**src/rtl/sm_tc_convert_pipe_pkg.sv**
```systemverilog
`default_nettype none
// ============================================================================
// Module      : sm_tc_convert_pipe_pkg
// Description : Shared definitions for the sign-magnitude / two's-complement
//               converter.
//               - Mode encodings.
//               - Saturation constants, derived from the lane width.
//               - Lane-slice helper.
// Revision    : 1.0 - initial release
// ============================================================================
package sm_tc_convert_pipe_pkg;

  localparam logic MODE_SM2TC = 1'b0;
  localparam logic MODE_TC2SM = 1'b1;

  // Largest positive two's-complement value in an n-bit word: 2^(n-1)-1.
  function automatic int max_pos(input int n);
    return (1 << (n - 1)) - 1;
  endfunction

  // Magnitude of the most negative n-bit word: 2^(n-1).
  function automatic int min_neg(input int n);
    return 1 << (n - 1);
  endfunction

  // Low bit index of lane 'lane' in a packed vector of n-bit lanes.
  function automatic int lane_lo(input int lane, input int n);
    return lane * n;
  endfunction

endpackage
`default_nettype wire

```
**src/rtl/sm_tc_lane.sv**
```systemverilog
`default_nettype none
// ============================================================================
// Module      : sm_tc_lane
// Description : Per-lane combinational logic of the converter.
//               Stage-1 half:
//                 - XOR of the word with the effective sign.
//                 - Effective sign.
//                 - Overflow pre-check.
//               Stage-2 half:
//                 - +1 increment.
//                 - Saturation mux.
// Ports       : i_mode/i_data/i_sign -> o_s1_x/o_s1_sign/o_s1_ovf (to S1 regs)
//               i_s2_x/i_s2_sign/i_s2_ovf (from S1 regs) -> o_s2_data
// Revision    : 1.0 - initial release
// ============================================================================
module sm_tc_lane
  import sm_tc_convert_pipe_pkg::*;
#(
  parameter int N = 5
) (
  input  logic         i_mode,
  input  logic [N-1:0] i_data,
  input  logic         i_sign,
  output logic [N-1:0] o_s1_x,
  output logic         o_s1_sign,
  output logic         o_s1_ovf,
  input  logic [N-1:0] i_s2_x,
  input  logic         i_s2_sign,
  input  logic         i_s2_ovf,
  output logic [N-1:0] o_s2_data
);

  localparam logic [N-1:0] c_max_pos = N'(max_pos(N));
  localparam logic [N-1:0] c_min_neg = N'(min_neg(N));

  logic         w_sign;
  logic         w_ovf_pos;
  logic         w_ovf_neg;
  logic [N-1:0] w_inc;

  // Both directions share one datapath: negate when the effective sign is
  // set. In TC2SM the sign is the word's msb, in SM2TC it is the input sign.
  assign w_sign    = (i_mode == MODE_TC2SM) ? i_data[N-1] : i_sign;
  assign o_s1_x    = i_data ^ {N{w_sign}};
  assign o_s1_sign = w_sign;

  // Only SM2TC can overflow. A positive magnitude with its msb set does not
  // fit. A negative magnitude fits only up to 2^(N-1).
  assign w_ovf_pos = ~i_sign & i_data[N-1];
  assign w_ovf_neg = i_sign & (i_data > c_min_neg);
  assign o_s1_ovf  = (i_mode == MODE_SM2TC) & (w_ovf_pos | w_ovf_neg);

  assign w_inc     = i_s2_x + N'(i_s2_sign);
  assign o_s2_data = i_s2_ovf ? (i_s2_sign ? c_min_neg : c_max_pos) : w_inc;

endmodule
`default_nettype wire

```
**src/rtl/sm_tc_convert_pipe.sv**
```systemverilog
`default_nettype none
// ============================================================================
// Module      : sm_tc_convert_pipe
// Description : Two-stage pipelined, multi-lane converter between
//               sign-magnitude and two's-complement.
//               - Mode is selected per transaction and travels with the data.
//               - Results that cannot be represented are saturated and flagged.
//               - A saturating counter tracks overflowed lanes.
// Ports       : clk, rst (async, active-low)
//               in_valid/in_ready/in_mode/in_data/in_sign  - upstream
//               out_valid/out_ready/out_mode/out_data/out_sign/out_ovf
//                                                          - downstream
//               ovf_count, cnt_clear                       - overflow counter
// Revision    : 1.0 - initial release
// ============================================================================
module sm_tc_convert_pipe
  import sm_tc_convert_pipe_pkg::*;
#(
  parameter int N     = 5,
  parameter int LANES = 2,
  parameter int CNT_W = 8
) (
  input  logic               clk,
  input  logic               rst,
  input  logic               in_valid,
  output logic               in_ready,
  input  logic               in_mode,
  input  logic [LANES*N-1:0] in_data,
  input  logic [LANES-1:0]   in_sign,
  output logic               out_valid,
  input  logic               out_ready,
  output logic               out_mode,
  output logic [LANES*N-1:0] out_data,
  output logic [LANES-1:0]   out_sign,
  output logic [LANES-1:0]   out_ovf,
  output logic [CNT_W-1:0]   ovf_count,
  input  logic               cnt_clear
);

  localparam int               c_pc_w    = $clog2(LANES + 1);
  localparam int               c_sum_w   = CNT_W + c_pc_w;
  localparam logic [CNT_W-1:0] c_cnt_max = '1;

  logic               r_s1_valid;
  logic               r_s1_mode;
  logic [LANES*N-1:0] r_s1_x;
  logic [LANES-1:0]   r_s1_sign;
  logic [LANES-1:0]   r_s1_ovf;

  logic               r_s2_valid;
  logic               r_s2_mode;
  logic [LANES*N-1:0] r_s2_data;
  logic [LANES-1:0]   r_s2_sign;
  logic [LANES-1:0]   r_s2_ovf;

  logic [CNT_W-1:0]   r_ovf_count;

  logic [LANES*N-1:0] w_s1_x;
  logic [LANES-1:0]   w_s1_sign;
  logic [LANES-1:0]   w_s1_ovf;
  logic [LANES*N-1:0] w_s2_data;
  logic               w_s2_load;
  logic               w_s1_load;
  logic [c_pc_w-1:0]  w_pop;
  logic [c_sum_w-1:0] w_sum;
  logic [CNT_W-1:0]   w_cnt_next;

  generate
    for (genvar i = 0; i < LANES; i++) begin : g_lane
      localparam int c_lo = lane_lo(i, N);
      sm_tc_lane #(.N(N)) u_lane (
        .i_mode    (in_mode),
        .i_data    (in_data[c_lo +: N]),
        .i_sign    (in_sign[i]),
        .o_s1_x    (w_s1_x[c_lo +: N]),
        .o_s1_sign (w_s1_sign[i]),
        .o_s1_ovf  (w_s1_ovf[i]),
        .i_s2_x    (r_s1_x[c_lo +: N]),
        .i_s2_sign (r_s1_sign[i]),
        .i_s2_ovf  (r_s1_ovf[i]),
        .o_s2_data (w_s2_data[c_lo +: N])
      );
    end
  endgenerate

  // Each stage advances when its successor has room. in_ready therefore
  // depends combinationally on out_ready. This gives full throughput
  // without any skid buffer.
  assign w_s2_load = ~r_s2_valid | out_ready;
  assign w_s1_load = ~r_s1_valid | w_s2_load;
  assign in_ready  = w_s1_load;

  always_ff @(posedge clk or negedge rst) begin
    if (!rst) begin
      r_s1_valid <= 1'b0;
      r_s1_mode  <= 1'b0;
      r_s1_x     <= '0;
      r_s1_sign  <= '0;
      r_s1_ovf   <= '0;
    end else if (w_s1_load) begin
      r_s1_valid <= in_valid;
      if (in_valid) begin
        r_s1_mode <= in_mode;
        r_s1_x    <= w_s1_x;
        r_s1_sign <= w_s1_sign;
        r_s1_ovf  <= w_s1_ovf;
      end
    end
  end

  always_ff @(posedge clk or negedge rst) begin
    if (!rst) begin
      r_s2_valid <= 1'b0;
      r_s2_mode  <= 1'b0;
      r_s2_data  <= '0;
      r_s2_sign  <= '0;
      r_s2_ovf   <= '0;
    end else if (w_s2_load) begin
      r_s2_valid <= r_s1_valid;
      if (r_s1_valid) begin
        r_s2_mode <= r_s1_mode;
        r_s2_data <= w_s2_data;
        r_s2_sign <= r_s1_sign;
        r_s2_ovf  <= r_s1_ovf;
      end
    end
  end

  // The sum is wide enough that a full counter plus all lanes cannot wrap
  // before the saturation compare.
  always_comb begin
    w_pop = '0;
    for (int i = 0; i < LANES; i++) begin
      w_pop = w_pop + c_pc_w'(r_s2_ovf[i]);
    end
    w_sum      = c_sum_w'(r_ovf_count) + c_sum_w'(w_pop);
    w_cnt_next = (w_sum > c_sum_w'(c_cnt_max)) ? c_cnt_max : w_sum[CNT_W-1:0];
  end

  always_ff @(posedge clk or negedge rst) begin
    if (!rst) begin
      r_ovf_count <= '0;
    end else if (cnt_clear) begin
      r_ovf_count <= '0;
    end else if (r_s2_valid && out_ready) begin
      r_ovf_count <= w_cnt_next;
    end
  end

  assign out_valid = r_s2_valid;
  assign out_mode  = r_s2_mode;
  assign out_data  = r_s2_data;
  assign out_sign  = r_s2_sign;
  assign out_ovf   = r_s2_ovf;
  assign ovf_count = r_ovf_count;

endmodule
`default_nettype wire

```
**config.mk**
```make
export PLATFORM = sky130hd
export DESIGN_NAME = sm_tc_convert_pipe
export DESIGN_NICKNAME = d
export VERILOG_FILES = /design/src/rtl/sm_tc_convert_pipe_pkg.sv /design/src/rtl/sm_tc_lane.sv /design/src/rtl/sm_tc_convert_pipe.sv
export SDC_FILE = /design/constraint.sdc
export NUM_CORES = 1
export LEC_CHECK = 0
export ABC_CLOCK_PERIOD_IN_PS = 1900
export BUFFER_PORTS_ARGS = -buffer_cell sky130_fd_sc_hd__buf_4
export CORE_MARGIN = 2
export CORE_UTILIZATION = 50
export CTS_CLUSTER_SIZE = 16
export DETAILED_ROUTE_END_ITERATION = 7
export GPL_TIMING_DRIVEN = 0
export HOLD_SLACK_MARGIN = 0.03
export PLACE_DENSITY = 0.76
export SLEW_MARGIN = 40
export SYNTH_ARGS = -nofsm -noshare
export SYNTH_HDL_FRONTEND = slang
export SYNTH_SLANG_ARGS = --single-unit
export TNS_END_PERCENT = 1
```
**constraint.sdc**
```tcl
create_clock -name clk -period 1.9 [get_ports clk]
set_clock_uncertainty 0.05 [all_clocks]
set_input_delay 0.19 -clock clk [delete_from_list [all_inputs] [get_ports clk]]
set_output_delay 0.19 -clock clk [all_outputs]
set_load 0.01 [all_outputs]
```
==> results_dict.tcl <==
set metrics [dict create \
    outcome "finished, final reports clean" \
    cts_setup_buffers 0 \
    timing.setup.critical_path_class "reg -> reg" \
    fmaxAchievable_ghz 0.560 \
    critical_path_arrival_ns 1.89 \
    p_seq_share_pct 46.7 \
    grt.total_usage_pct 18.5 \
    grt_first_pass_wirelength_um 7180 \
    yosys.area_share.xor_xnor_pct 4.90 \
    portBuffers 40 \
    synth.mux.area_fraction_pct 16.6 \
    area_growth_pct 22.4 \
    critical_path.max_fanout 5 \
    ys.warnings.count 0 \
    row_count 23 \
    route.antenna.remaining_nets 0 \
    synth_edf_count 0 \
    synth_largest_type_area_fraction_pct 46.7 \
    post_drt_wl_per_cell_um 14.5 \
    die_h_um 69.5 \
    finalSetupViolations 0 \
    drt-pass1-iter-count 4 \
    relSlewSlack_pct 67.0 \
    synthDominantAreaCellType "dfrtp_1" \
    slowest_delay_ns 0.43 \
    initial_utilization_pct 52.8 \
    synth_cell_types 38 \
    instances_no_fill 277 \
    ctsLongestPathBuffers 2 \
    cts_made_buffers 5 \
    fin_nets 250 \
    worst_path_required_time_ns 2.00 \
    coreArea_um2 4060 \
    timing.critical_path.slowest_stage_cell "dfrtp_1" \
    final_layout_size_suffix_gt1_share_pct 38.3 \
    die-area_um2 4830 \
    route.detailed.vias_per_inst 5.54 \
    remaining_drc_errors 0 \
    min-delay-path-class "in -> reg" \
    post_synth_instance_area_um2 2140 \
    power.combinational.fraction_pct 31.1 \
    io-pin-count 43 \
    maximum_number_of_pins_on_one_net_before_global_route_repair 41 \
    grt_setup_unrepaired "false" \
    detailedPlacementHpwl_um 2960 \
    synth_cells 178 \
    synth-main-ff-cell "dfrtp_1" \
    postSynthAreaPerCell_um2 12.0 \
    tritoncts_num_sinks 40 \
    commonest_non_fill_non_tap_cells_in_the_layout "40 x buf_4, 40 x dfrtp_1, 12 x mux2_4" \
    seq_area_frac_synth_pct 46.7 \
    cts.clk_slew.worst_paths_ns 0.07 \
    final-hold-violation-count 0 \
    internal-power_mw 1.79 \
    timing_max_transition_violations_final 0 \
    synth_area_leaders "dfrtp_1 47%, mux2_4 8.4%, mux2_2 4.2%" \
    postSynth.asyncResetShare_pct 100 \
    synth-compound-area-share_pct 11.8 \
    htree_levels 2 \
    mappedNetlistNets 202 \
    clock_tree.root_cell "clkbuf_8" \
    die_w_um 69.5 \
    cts_tree "yes" \
    share_clk_of_total_power_pct 22.2 \
    placed_cells 268 \
    critical_path.cell_chain "fa_2, ha_2, and4_2, a21boi_0, a311oi_1" \
    totalWireLength_um 4020 \
    power_leakage_nw 1.21 \
    timing.final.crit_share_pct 93.9 \
    ir_drop_v 0.000534 \
    gr-total-overflow 0 \
    timing.setup.tns_ns 0 \
    combinational_family_with_the_most_area_after_synthesis "multiplexers" \
    netSwitchingPower_mw 0.768 \
    post_synth_fa_ha_maj_area_fraction_pct 3.85 \
    first_global_vias 1557 \
    max-cap-violations 0 \
    finalWeightedCongestion 0.794 \
    worst_slew_pin_slew_ns 0.495 \
    switching_share_pct 30.0 \
    route.vias.total 1534 \
    grt_antenna_before_repair 0 \
    synth_seq_cells 40 \
    critPathCaptureType "register" \
    antennaDiodeCount 0 \
    startpoint_type "register" \
    power_per_cell_area_nw_per_um2 975 \
    synth_simple_gate_area_share_pct 12.7 \
    drt_first_iter_violations 25 \
    insertion_delay_ns 0.29 \
    min_period_ns 1.78 \
]
[cells by family after synthesis]
family / after synthesis
AO/OA/AOI/OAI: 38
XOR/XNOR: 12
adder cells (fa/ha/maj): 6
buffers and inverters: 13
flip-flops: 40
multiplexers: 26
AND/OR/NAND/NOR: 43
[path summary, 6_finish.rpt]
kind / startpoint / end / slack (ns) / cells past startpoint
setup / recovery: out_ovf[0] / ovf_count[3] / 0.12 / 5
hold / removal: in_valid / r_s1_sign[0] / 0.07 / 2
setup reg to reg: out_ovf[0] / ovf_count[3] / 0.12 / 5
hold reg to reg: out_data[4] / out_data[4] / 0.44 / 1
max in group asynchronous: rst / r_s1_sign[1] / 1.10 / 2
min in group asynchronous: rst / ovf_count[4] / 0.36 / 2
[per-stage QoR]
step	cell area (um2)	hold WS [ns]	worst slack (ns)	power [mW]	util, %
floorplan	2140	-0.156	0.131	1.65	-
global placement	2510	0.142	0.0356	1.97	61.8
detailed placement	2510	0.144	0.0393	2.00	61.8
CTS	2610	0.0643	0.0198	2.57	64.2
global route	2620	0.0717	0.0477	2.72	64.6
finish	2620	0.0719	0.115	2.56	64.6
[synthesized netlist by cell type (2+ instances only)]
master	number
o21ai_0	6
xor2_1	2
and4_1	2
a41oi_1	2
ha_1	5
mux2_2	8
buf_2	3
buf_6	3
nor2_1	4
a311oi_1	2
inv_1	6
a21boi_0	2
and2_1	2
mux2i_1	4
a31o_2	4
mux2_4	12
a31oi_1	4
dfrtp_1	40
nand2_1	3
nor4_1	2
nor3_1	5
a21oi_1	11
xnor2_1	10
nand2b_1	6
nand4_1	6
nand3_1	5
and3_1	2
a211oi_1	3
mux2i_4	2
o2bb2ai_1	4
[sequential cells by signal (all words and copies together) (netlist names)]
| register | cells |
|---|---|
| r_s1_valid | 1 |
| out_mode | 1 |
| out_data | 10 |
| r_s1_x | 10 |
| out_valid | 1 |
| out_sign | 2 |
| ovf_count | 8 |
| r_s1_mode | 1 |
| out_ovf | 2 |
| r_s1_sign | 2 |
| r_s1_ovf | 2 |
[worst max-delay path: cells and delay by family (launching register included)]
kind,cells,cell delay [ns]
and+or+nand+nor,1,0.28
adders and majority gates,2,0.62
DFF,1,0.43
AOI/OAI and AO/OA,2,0.28
[power by group through the flow]
stage	clock network (mW)	logic [mW]	registers [mW]
2_1_floorplan	0	0.420	1.23
3_3_place_gp	0	0.773	1.20
3_5_place_dp	0	0.791	1.21
4_1_cts	0.586	0.795	1.19
5_1_grt	0.620	0.876	1.22
6_report	0.568	0.795	1.20
[final cells by class]
cell class / instances / area (um2)
plain buffers: 7 / 52.6
inverters: 6 / 22.5
fillers: 316 / 1440
well taps: 50 / 62.6
repair buffers: 41 / 310
multi-input cells: 125 / 1080
clock buffers: 8 / 90.1
flip-flops and latches: 40 / 1000
[routing by layer]
layer	wire, um	up-vias	GRT usage (%)
li1	-	757	-
met1	1850	726	24.1
met2	1900	47	30.0
met3	218	4	4.65
met4	42	0	6.32
met5	0	-	0
[timing repair]
action,in CTS,in global routing
endpoints found under the setup margin,0,5
resized for setup,0,5
hold buffers,1,0
hold endpoints to repair,40,0
(Power assumes the default switching activity.)
